===== src/rtl/icache_dm_pkg.sv =====
// Shared types and geometry helpers for the direct-mapped instruction cache.
// Address layout: | tag | index | word offset | byte (2) |.
package icache_dm_pkg;

  typedef enum logic {
    COMPARE = 1'b0,
    REFILL  = 1'b1
  } state_t;

  localparam int DEF_LINES = 8;
  localparam int DEF_WORDS = 4;

  function automatic int off_w(input int words);
    return $clog2(words);
  endfunction

  function automatic int idx_w(input int lines);
    return $clog2(lines);
  endfunction

  function automatic int tag_w(input int lines, input int words);
    return 32 - 2 - $clog2(lines) - $clog2(words);
  endfunction

  localparam int OFFSET_W = off_w(DEF_WORDS);
  localparam int INDEX_W  = idx_w(DEF_LINES);
  localparam int TAG_W    = tag_w(DEF_LINES, DEF_WORDS);

endpackage


===== src/rtl/icache_line_store.sv =====
// Tag, valid and data arrays of the instruction cache.
// One synchronous write port, one asynchronous read port.
module icache_line_store #(
  parameter int LINES = 8,
  parameter int WORDS = 4,
  parameter int TW    = 25,
  parameter int IW    = 3
) (
  input  logic                  clk,
  input  logic                  rst,
  input  logic                  i_we,
  input  logic [IW-1:0]         i_widx,
  input  logic [TW-1:0]         i_wtag,
  input  logic [32*WORDS-1:0]   i_wline,
  input  logic [IW-1:0]         i_ridx,
  output logic                  o_valid,
  output logic [TW-1:0]         o_tag,
  output logic [32*WORDS-1:0]   o_line
);

  logic [LINES-1:0]      r_valid;
  logic [TW-1:0]         r_tag  [LINES];
  logic [32*WORDS-1:0]   r_data [LINES];

  // Valid bits: cleared by reset, set when a line is filled.
  always_ff @(posedge clk) begin
    if (rst) begin
      r_valid <= '0;
    end else if (i_we) begin
      r_valid[i_widx] <= 1'b1;
    end
  end

  // Tag and data arrays are never reset; valid guards them.
  always_ff @(posedge clk) begin
    if (i_we && !rst) begin
      r_tag[i_widx]  <= i_wtag;
      r_data[i_widx] <= i_wline;
    end
  end

  assign o_valid = r_valid[i_ridx];
  assign o_tag   = r_tag[i_ridx];
  assign o_line  = r_data[i_ridx];

endmodule


===== src/rtl/icache_dm.sv =====
// Direct-mapped instruction cache with a COMPARE/REFILL controller.
// Hits are served combinationally; a miss stalls until the line arrives.
module icache_dm
  import icache_dm_pkg::*;
#(
  parameter int LINES = DEF_LINES,
  parameter int WORDS = DEF_WORDS
) (
  input  logic                                  clk,
  input  logic                                  rst,
  input  logic                                  proc_read,
  input  logic [31:0]                           proc_addr,
  output logic [31:0]                           proc_rdata,
  output logic                                  proc_stall,
  output logic                                  mem_read,
  output logic [tag_w(LINES,WORDS)+idx_w(LINES)-1:0] mem_addr,
  input  logic [32*WORDS-1:0]                   mem_rdata,
  input  logic                                  mem_ready,
  output logic [15:0]                           miss_count
);

  localparam int OW = off_w(WORDS);
  localparam int IW = idx_w(LINES);
  localparam int TW = tag_w(LINES, WORDS);

  state_t                r_state;
  logic [TW-1:0]         r_tag;
  logic [IW-1:0]         r_idx;
  logic [15:0]           r_miss;

  logic [OW-1:0]         w_off;
  logic [IW-1:0]         w_idx;
  logic [TW-1:0]         w_tag;
  logic                  w_valid;
  logic [TW-1:0]         w_stag;
  logic [32*WORDS-1:0]   w_line;
  logic                  w_hit;
  logic                  w_we;
  logic                  w_unused;

  assign w_off    = proc_addr[2 +: OW];
  assign w_idx    = proc_addr[2+OW +: IW];
  assign w_tag    = proc_addr[31 -: TW];
  assign w_unused = ^proc_addr[1:0];

  assign w_we = (r_state == REFILL) && mem_ready && !rst;

  icache_line_store #(
    .LINES (LINES),
    .WORDS (WORDS),
    .TW    (TW),
    .IW    (IW)
  ) u_store (
    .clk     (clk),
    .rst     (rst),
    .i_we    (w_we),
    .i_widx  (r_idx),
    .i_wtag  (r_tag),
    .i_wline (mem_rdata),
    .i_ridx  (w_idx),
    .o_valid (w_valid),
    .o_tag   (w_stag),
    .o_line  (w_line)
  );

  assign w_hit = (r_state == COMPARE) && proc_read &&
                 w_valid && (w_stag == w_tag);

  assign proc_rdata = w_hit ? w_line[32*w_off +: 32] : 32'd0;
  assign proc_stall = (r_state == REFILL) || (proc_read && !w_hit);
  assign mem_read   = (r_state == REFILL);
  assign mem_addr   = mem_read ? {r_tag, r_idx} : '0;
  assign miss_count = r_miss;

  // Controller: latch the missing line address, wait for memory, count misses.
  always_ff @(posedge clk) begin
    if (rst) begin
      r_state <= COMPARE;
      r_miss  <= 16'd0;
    end else begin
      unique case (r_state)
        COMPARE: begin
          if (proc_read && !w_hit) begin
            r_state <= REFILL;
            r_tag   <= w_tag;
            r_idx   <= w_idx;
            if (r_miss != 16'hFFFF) r_miss <= r_miss + 16'd1;
          end
        end
        REFILL: begin
          if (mem_ready) r_state <= COMPARE;
        end
        default: r_state <= COMPARE;
      endcase
    end
  end

endmodule


===== config.mk =====
export PLATFORM = sky130hd
export DESIGN_NAME = icache_dm
export DESIGN_NICKNAME = d
export VERILOG_FILES = /design/src/rtl/icache_dm_pkg.sv /design/src/rtl/icache_line_store.sv /design/src/rtl/icache_dm.sv
export SDC_FILE = /design/constraint.sdc
export NUM_CORES = 1
export LEC_CHECK = 0
export CAP_MARGIN = 20
export CORE_ASPECT_RATIO = 0.8
export CORE_MARGIN = 1
export CORE_UTILIZATION = 30
export DETAILED_ROUTE_END_ITERATION = 10
export PLACE_DENSITY = 0.56
export SLEW_MARGIN = 20
export SYNTH_ARGS = -nofsm -noshare
export SYNTH_HDL_FRONTEND = slang
export SYNTH_SLANG_ARGS = --single-unit

===== constraint.sdc =====
create_clock -name clk -period 19 [get_ports clk]
set_clock_uncertainty 0.2 [all_clocks]
set_input_delay 4.75 -clock clk [delete_from_list [all_inputs] [get_ports clk]]
set_output_delay 4.75 -clock clk [all_outputs]
set_load 0.05 [all_outputs]

==> flow_results.org, run 1 <==
** Run status
- Result of the run :: completed

** Timing
- The final count of pins violating max slew was 0.
- Once routing completed, OpenROAD measured the worst setup slack at 4.160 ns.
- Setup violations remaining at the end of the flow were counted as 0.
- Based on the critical path, the design can be clocked at up to 67.38 MHz.
- Final critical path time including I/O delays and setup :: 14.84 ns
- At the pin with the least slew margin, the transition time is 1.068 ns.
- Setup TNS :: 0 ns
- Slew Limit Headroom :: 28.80%
- The final number of hold-violating endpoints is 0.
- Final cycle utilization of the critical path :: 78.11%
- RSZ-0062 raised after global routing :: no

** Final layout
- Once layout is complete, the cells apart from fillers number 4642.
- Register cell area after layout :: 38100 um^2
- The multi-input combinational cells in the finished layout cover a total of 10430 um^2.
- Of the cells placed in the final design, the portion with a size suffix greater than 1 is 24.67%.
- Final nets :: 2553
- The area growth from synthesis to layout is 19.45%.
- Counting the fill cells in the layout gives 14643.
- The finished cells cover 58470 um^2.

** Synthesis
- In this run the mean area of a mapped cell was 23.49 um^2.
- Async set-or-reset flop fraction in the synthesized netlist :: 0%
- Of the synthesized area, sequential elements account for 77.83%.
- The synthesized netlist occupies a cell area of 48950 um^2.
- The most used flip-flop cell after synthesis is sky130_fd_sc_hd__edfxtp_1.
- Syn Nets :: 2249
- After synthesis, the netlist uses 52 different library cells.
- The Yosys step of the flow raised 0 warnings.
- Counting every instance in the synthesized netlist gives 2084.
- Yosys reg bits :: 1277
- Number of flops mapped to enable cells by yosys :: 1252

** Die
- The floorplan step defined a die boundary enclosing 164800 um^2.
- Horizontal die dimension :: 453.6 um
- Core Rows :: 132
- Vertical die dimension :: 363.3 um
- Area of the placeable core :: 161900 um^2
- Initial standard-cell utilization of the core :: 30.24%
- During I/O placement, the number of pins put on the boundary was 242.

** Place
- The congestion estimate from routability-driven global placement came to 0.7310.
- Post-DP Area :: 53970 um^2
- DP Cell Count :: 4393
- DP Worst Slack :: 4.029 ns
- Port buffer count :: 239
- Once detailed placement completed, the half-perimeter wirelength came to 61.99 mm.

** Critical path
- Along the worst path, the maximum fanout reaches 77.
- In this run the worst setup path terminates at proc_rdata[0].
- Crit path required time :: 14.05 ns
- Endpoint class of the critical path :: output pin
- Arrival time of data at the critical path endpoint :: 9.89 ns
- STA classifies the critical path startpoint as an input port.
- The critical path is of the in -> out type.
- The setup check on the worst reg-to-reg path leaves a slack of 14.50 ns.
- In this run the critical register-to-register path is captured at u_store.r_data[2][86]$_DFFE_PP_.
- Beginning of the worst register-to-register path :: mem_read$_SDFF_PP0_
- Depth of the worst register-to-register path :: 5
- Launching instance or port of the critical path :: proc_addr[5]

** Power and ir drop
- Power spread over the standard cell area amounts to 103.0 nW/um^2.
- For this design the static power due to leakage is 18.09 nW.
- VDD sags by at most 0.00008173 V.

** Drt
- The detailed router finished its first iteration with 1682 violations.
- Wirelength per Cell :: 24.87 um
- Vias after detailed routing :: 22294
- First-pass iteration count of the detailed router :: 5
- In this run the remaining antenna-violating nets after routing total 0.
- In the routed design, unresolved DRC markers number 0.
- After detailed routing, the number of vias per cell comes to 4.803.
- Detailed-route wire length :: 115.4 mm

** Clock tree
- Total of hold buffers inserted after clock tree synthesis :: 0
- Post-CTS timing repair inserted 0 buffers for setup.
- Clock latency on the worst-skew pair :: 0.78 ns
- The clock tree synthesis step divided the H-tree into 4 levels.
- TritonCTS buffer count :: 136
- TritonCTS built the clock tree.
- After clock tree synthesis, the repair step resized 0 gates.
- Clock-pin slew was measured on the worst setup and hold paths at 0.06 ns.
- The tree is rooted in a sky130_fd_sc_hd__clkbuf_16.
- The clock drives 1277 sinks.
- Number of buffers on the longest clock path :: 3

** Min path
- In this run the most critical hold path is launched from u_store.r_valid[4]$_SDFFE_PP0P_.
- The path class of the tightest hold or removal check is reg -> reg.

** GRT
- Total routing resource utilization after global routing :: 14.09%
- The first global-routing pass estimated 167.1 mm of wire.
- Global routing finished with a remaining overflow of 0.
- The number of antenna violations at the first check in global routing came to 21.
- The number of global-route vias before repair was 24288.
- Largest net degree at the start of global routing :: 149

** Flow run
- The tool flagged a number of max-cap violations equal to 0.
-- logic make-up after synthesis --
group	count (synthesis)	synth area share, %
muxes	444	18.14
buffers and inverters	112	0.9841
xor gates and xnor gates	16	0.2863
adders and majority gates	1	0.02556
and+or+nand+nor	186	1.999
AOI/OAI and AO/OA	48	0.7413
DFF	1277	77.83
-- placed cells by master (no fill, tap or decap), types with 5 or more instances in the layout --
master / n
sky130_fd_sc_hd__nor2b_1: 10
sky130_fd_sc_hd__clkinv_2: 24
sky130_fd_sc_hd__and2_1: 31
sky130_fd_sc_hd__nor2_1: 62
sky130_fd_sc_hd__nand4_1: 10
sky130_fd_sc_hd__and4_1: 5
sky130_fd_sc_hd__edfxtp_1: 1252
sky130_fd_sc_hd__a22oi_1: 8
sky130_fd_sc_hd__bufinv_16: 14
sky130_fd_sc_hd__clkdlybuf4s50_1: 234
sky130_fd_sc_hd__dfxtp_1: 24
sky130_fd_sc_hd__nand2b_1: 8
sky130_fd_sc_hd__clkinvlp_4: 5
sky130_fd_sc_hd__clkbuf_16: 138
sky130_fd_sc_hd__nand3_1: 7
sky130_fd_sc_hd__clkinv_8: 7
sky130_fd_sc_hd__buf_12: 8
sky130_fd_sc_hd__nand2_1: 14
sky130_fd_sc_hd__inv_1: 6
sky130_fd_sc_hd__a22o_1: 7
sky130_fd_sc_hd__mux4_2: 352
sky130_fd_sc_hd__or3_1: 7
sky130_fd_sc_hd__mux2i_1: 81
sky130_fd_sc_hd__nor2_4: 6
sky130_fd_sc_hd__clkbuf_1: 21
sky130_fd_sc_hd__o21ai_0: 6
sky130_fd_sc_hd__xor2_1: 12
sky130_fd_sc_hd__diode_2: 5
sky130_fd_sc_hd__mux2_2: 7
sky130_fd_sc_hd__and3_1: 8
sky130_fd_sc_hd__buf_4: 25
sky130_fd_sc_hd__clkinv_1: 26
-- worst min path at each step --
stage / slack (ns) / cells past startpoint / to
after floorplan: 0.24 / 2 / u_store.r_valid[0]$_SDFFE_PP0P_
after global placement: 0.26 / 2 / u_store.r_valid[5]$_SDFFE_PP0P_
after detailed placement: 0.26 / 2 / u_store.r_valid[4]$_SDFFE_PP0P_
after CTS: 0.27 / 2 / u_store.r_valid[4]$_SDFFE_PP0P_
after global routing: 0.31 / 2 / u_store.r_valid[2]$_SDFFE_PP0P_
final: 0.27 / 2 / u_store.r_valid[4]$_SDFFE_PP0P_
-- layout make-up --
type                       instances  share of cell area (%)
antenna                            5                 0.02140
clock buffer                     159                   6.041
clock inverter                    84                   1.579
inverter                           6                 0.03852
multi-input combinational        695                   17.84
sequential                      1277                   65.16
tap                             2144                   4.588
timing repair buffer             272                   4.742
-- worst max-delay path: stages --
cell and delay, ns:
sky130_fd_sc_hd__buf_8 0.53, sky130_fd_sc_hd__buf_4 0.78, sky130_fd_sc_hd__mux4_2 0.59, sky130_fd_sc_hd__mux2i_1 0.24, sky130_fd_sc_hd__xor2_1 0.19, sky130_fd_sc_hd__nand2_1 0.08
sky130_fd_sc_hd__or4_4 0.42, sky130_fd_sc_hd__or4_4 0.90, sky130_fd_sc_hd__nor2_1 0.25, sky130_fd_sc_hd__clkdlybuf4s50_1 0.98
-- routing by layer --
metal	up-vias	routed length (um)	GRT usage (%)
met5	-	108	0
met4	16	2212	4.220
met3	173	6026	3.270
met2	552	61180	25.01
met1	12015	45900	16.90
li1	9538	-	-
-- flip-flops by register name, summed over array words and instances (netlist names) --
register / count
mem_read: 1
u_store.r_tag: 200
miss_count: 16
r_idx: 3
u_store.r_data: 1024
u_store.r_valid: 8
r_tag: 25
-- cells in the mapped netlist (2+ instances only) --
library cell,n,share of area [%]
sky130_fd_sc_hd__nand2_1,14,0.11
sky130_fd_sc_hd__mux2i_1,81,1.7
sky130_fd_sc_hd__a31o_1,3,0.054
sky130_fd_sc_hd__edfxtp_1,1252,77
sky130_fd_sc_hd__mux4_2,352,16
sky130_fd_sc_hd__buf_2,18,0.18
sky130_fd_sc_hd__a21oi_1,4,0.041
sky130_fd_sc_hd__or4_1,2,0.031
sky130_fd_sc_hd__a2bb2o_1,2,0.041
sky130_fd_sc_hd__nand4_1,10,0.13
sky130_fd_sc_hd__nor3_1,5,0.051
sky130_fd_sc_hd__a21o_1,2,0.031
sky130_fd_sc_hd__dfxtp_1,25,1.0
sky130_fd_sc_hd__o21ai_0,6,0.061
sky130_fd_sc_hd__a311oi_1,3,0.054
sky130_fd_sc_hd__nand2b_1,8,0.10
sky130_fd_sc_hd__o31ai_1,2,0.031
sky130_fd_sc_hd__and4_1,5,0.089
sky130_fd_sc_hd__nor4_1,4,0.051
sky130_fd_sc_hd__clkbuf_1,44,0.34
sky130_fd_sc_hd__a22o_1,7,0.13
sky130_fd_sc_hd__and3_1,8,0.10
sky130_fd_sc_hd__mux2_4,4,0.12
sky130_fd_sc_hd__a31o_2,2,0.036
sky130_fd_sc_hd__a22oi_1,8,0.12
sky130_fd_sc_hd__and2_1,31,0.40
sky130_fd_sc_hd__xnor2_1,4,0.072
sky130_fd_sc_hd__buf_6,5,0.12
sky130_fd_sc_hd__nor2_1,69,0.53
sky130_fd_sc_hd__nor2b_1,10,0.13
sky130_fd_sc_hd__nand3_1,7,0.072
sky130_fd_sc_hd__xor2_1,12,0.21
sky130_fd_sc_hd__or4_4,2,0.046
sky130_fd_sc_hd__mux2_2,7,0.16
sky130_fd_sc_hd__or3_1,7,0.089
sky130_fd_sc_hd__inv_1,6,0.046
sky130_fd_sc_hd__buf_1,38,0.29
-- through the flow --
step	hold WS (ns)	power (mW)	utilization, %
6_report	0.2702	6.024	36.13
3_3_place_gp	0.2599	3.457	33.33
5_1_grt	0.3127	6.230	36.12
2_1_floorplan	0.2396	3.340	-
4_1_cts	0.2718	6.110	36.10
3_5_place_dp	0.2586	3.466	33.35
-- power by group --
part           total [mW]  internal [mW]  switching, mW
sequential           3.12           3.11        0.00964
combinational       0.284          0.132          0.151
clock                2.62           1.53           1.09
total                6.02           4.77           1.25
Note: power is estimated with default switching activity, not from simulation.
==> inputs of run 2 (changes only) <==
==> constraint.sdc (replaced) <==
create_clock -name clk -period 14.1 [get_ports clk]
set_clock_uncertainty 0.2 [all_clocks]
set_input_delay 3.525 -clock clk [delete_from_list [all_inputs] [get_ports clk]]
set_output_delay 3.525 -clock clk [all_outputs]
set_load 0.05 [all_outputs]
==> flow_results.org, run 2 (synthesized netlist as in run 1, its figures left out) <==
** Critical path
- Endpoint of the most critical register-to-register path :: r_tag[23]$_DFFE_PP_
- The worst register-to-register path begins at u_store.r_tag[7][12]$_DFFE_PP_.
- Endpoint class of the critical path :: output pin
- Cell at the slowest stage of the critical path :: sky130_fd_sc_hd__or4_4
- Critical Path, Cell by Cell :: clkbuf_8 -> buf_4 -> mux2_2 -> o22ai_1 -> or3_1 -> nand4_1 -> or4_1 -> or4_4 -> nor2_1 -> clkdlybuf4s50_1
- Crit path required time :: 10.38 ns
- The worst setup path is of the in -> out kind.
- At the worst endpoint, the arrival time is 8.38 ns.
- Slack of the worst reg-to-reg path :: 9.76 ns
- Crit path launch type :: input port
- Measured in cells, the most critical reg-to-reg path has a length of 9.
- CP Max Fanout :: 44
- On the worst path, the slowest cell contributes a delay of 0.86 ns.

** Final layout
- At the end of the flow the core is filled with cells to 36.14%.
- Final nets :: 2554
- In the final layout, the registers with the most flip-flops are u_store.r_data: 1024 flops, u_store.r_tag: 200 flops, r_tag: 25 flops.
- The post-route netlist has 24.40% of its cells at a drive strength greater than 1.
- Number of flip-flops under the largest register name :: 1024
- Area Growth Syn to Fin :: 19.49%
- The library cell used most frequently in the layout, excluding fill and tap cells, is sky130_fd_sc_hd__edfxtp_1.
- Once layout is complete, the cells apart from fillers number 4649.
- Commonest cells after routing, fill and taps aside :: 1252 x sky130_fd_sc_hd__edfxtp_1, 352 x sky130_fd_sc_hd__mux4_2, 234 x sky130_fd_sc_hd__clkdlybuf4s50_1, 134 x sky130_fd_sc_hd__clkbuf_16, 81 x sky130_fd_sc_hd__mux2i_1
- Final instance area :: 58490 um^2
- Ranked by flip-flop count, first place goes to u_store.r_data.

** Timing
- Dividing the final minimum period by the clock period gives 85.87%.
- Final max-slew violation count :: 0
- RSZ-0062 raised after global routing :: no
- Setup TNS :: 0 ns
- Number of hold violations in the final report :: 0
- Final count of negative-setup-slack endpoints :: 0
- Transition time at the pin with the least slew margin :: 1.039 ns
- The worst path needs 12.11 ns of the cycle, external delays included.
- Slew Limit Headroom :: 30.71%
- Derived from the worst setup path, the maximum achievable clock frequency is 82.60 MHz.

** Die
- For this design the top-level I/O count stands at 242.
- Horizontal die dimension :: 453.6 um
- Row generation in the floorplan step produced 132 rows.
- Area of the placeable core :: 161900 um^2
- Die ar. :: 164800 um^2
- The initial utilization of the core area, before any placement, comes to 30.24%.
- Vertical die dimension :: 363.3 um

** Power and ir drop
- Share of power burned in combinational logic :: 4.7%
- Switching pwr :: 1.708 mW
- The clock network burns 43.5% of the power.
- Total power draw :: 8.102 mW
- Leakage power of the design :: 18.08 nW
- Net switching is 21.09% of the power.
- Internal power :: 6.394 mW
- Per report_power, the sequential group accounts for 51.8% of the total.
- In this run the power density over the cells is 138.5 nW/um^2.
- Across the VDD grid, the largest voltage drop is 0.0001028 V.

** GRT
- The number of global-route vias before repair came to 23830.
- Total routing resource utilization after global routing :: 13.97%
- Initial antenna violation count :: 22
- Entering global routing, the biggest net connects 105 pins.
- The first global-routing pass estimated 165.5 mm of wire.
- Aggregate global routing overflow :: 0

** Drt
- First-pass iteration count of the detailed router :: 5
- Once detail routing completed, the nets flagged for antenna violations numbered 0.
- After the first detailed-routing iteration, the DRC count stood at 1514.
- Vias after detailed routing :: 22281
- For this run, design rule violations remaining after detail routing come to 0.
- Dividing the detail-routed wire length by the instance count gives 24.77 um.
- Dividing the detail-routed via count by the number of cells gives 4.793.
- Detailed-route wire length :: 115.1 mm

** Clock tree
- TritonCTS buffer count :: 134
- CTS clock-pin slew for the worst setup and hold paths :: 0.06 ns
- The tree is rooted in a sky130_fd_sc_hd__clkbuf_16.
- Setup fix buffers added after clock tree synthesis :: 0
- The clock drives 1277 sinks.
- CTS tree :: yes
- H-Tree Level Count :: 4
- Clock latency on the worst-skew pair :: 0.78 ns
- CTS-repair resized insts :: 0
- The longest clock path from root to sink contains 3 buffers.
- For this design, the CTS-stage hold fixing added 0 buffers.

** Min path
- For hold timing, the worst endpoint is u_store.r_valid[5]$_SDFFE_PP0P_.
- The worst hold path begins at u_store.r_valid[5]$_SDFFE_PP0P_.
- In this run the worst hold path is classified as reg -> reg.
- Worst hold path cell count :: 2

** Place
- DP Cell Count :: 4396
- Port buffer count :: 239
- RD Place Congestion :: 0.7340
- Once detailed placement completed, the half-perimeter wirelength came to 62.41 mm.
- Post-DP Area :: 54010 um^2

** Flow run
- Maximum Capacitance Violations :: 0

** Run status
- Result of the run :: completed
[run 2: changes by cell type in the layout (fill, tap and decap cells not counted), moves of 4 or more]
| cell | change |
|---|---|
| sky130_fd_sc_hd__clkinv_1 | +6 |
| sky130_fd_sc_hd__clkinv_8 | -5 |
| sky130_fd_sc_hd__clkbuf_16 | -4 |
| sky130_fd_sc_hd__buf_4 | +4 |
| sky130_fd_sc_hd__diode_2 | +4 |
| sky130_fd_sc_hd__clkinv_2 | -7 |
[run 2: worst max-delay path by stage]
stage                            start                             end  slack [ns]  cells past startpoint
after CTS                 proc_addr[6]                  proc_rdata[27]        1.85                     10
final                     proc_addr[6]                  proc_rdata[27]        1.99                     10
after floorplan                    rst  u_store.r_data[2][0]$_DFFE_PP_        2.72                      3
after global routing      proc_addr[6]                  proc_rdata[27]        1.71                     10
after global placement    proc_addr[6]                  proc_rdata[26]        1.86                     10
after detailed placement  proc_addr[6]                  proc_rdata[27]        1.86                     10
[run 2: area by class of cell]
class	count	area, um^2
Fill cell	14606	103400
Sequential cell	1277	38100
Multi-Input combinational cell	695	10440
Clock buffer	158	3443
Timing Repair Buffer	275	2791
Tap cell	2144	2683
Clock inverter	85	987.2
Inverter	6	22.52
Antenna cell	9	22.52
[run 2: layer usage]
| layer | GRT usage, % | vias to the layer above | part of all wire [%] |
|---|---|---|---|
| li1 | - | 9528 | - |
| met1 | 17.22 | 12006 | 41 |
| met2 | 24.36 | 561 | 52 |
| met3 | 3.066 | 170 | 5.2 |
| met4 | 4.279 | 16 | 2.0 |
| met5 | 0 | - | 0.094 |
[run 2: critical path: cells and delay by family]
family          cells  cell delay [ns]
mux                 1             0.41
buf+inv             3             2.05
simple gates        5             1.98
compound gates      1             0.17
[run 2: through the flow]
stage | worst slack (ns) | hold slack, ns
6_report | 1.993 | 0.2722
2_1_floorplan | 2.716 | 0.2396
4_1_cts | 1.852 | 0.2723
3_3_place_gp | 1.857 | 0.2527
5_1_grt | 1.709 | 0.3105
3_5_place_dp | 1.864 | 0.2586
[run 2: power by group through the flow]
stage                     Clock [mW]  Combinational, mW  Sequential, mW
after floorplan                    0              0.221            4.28
after global placement             0              0.383            4.28
after detailed placement           0              0.392            4.28
after CTS                       3.62              0.393            4.20
after global routing            3.76              0.410            4.20
final                           3.52              0.382            4.20
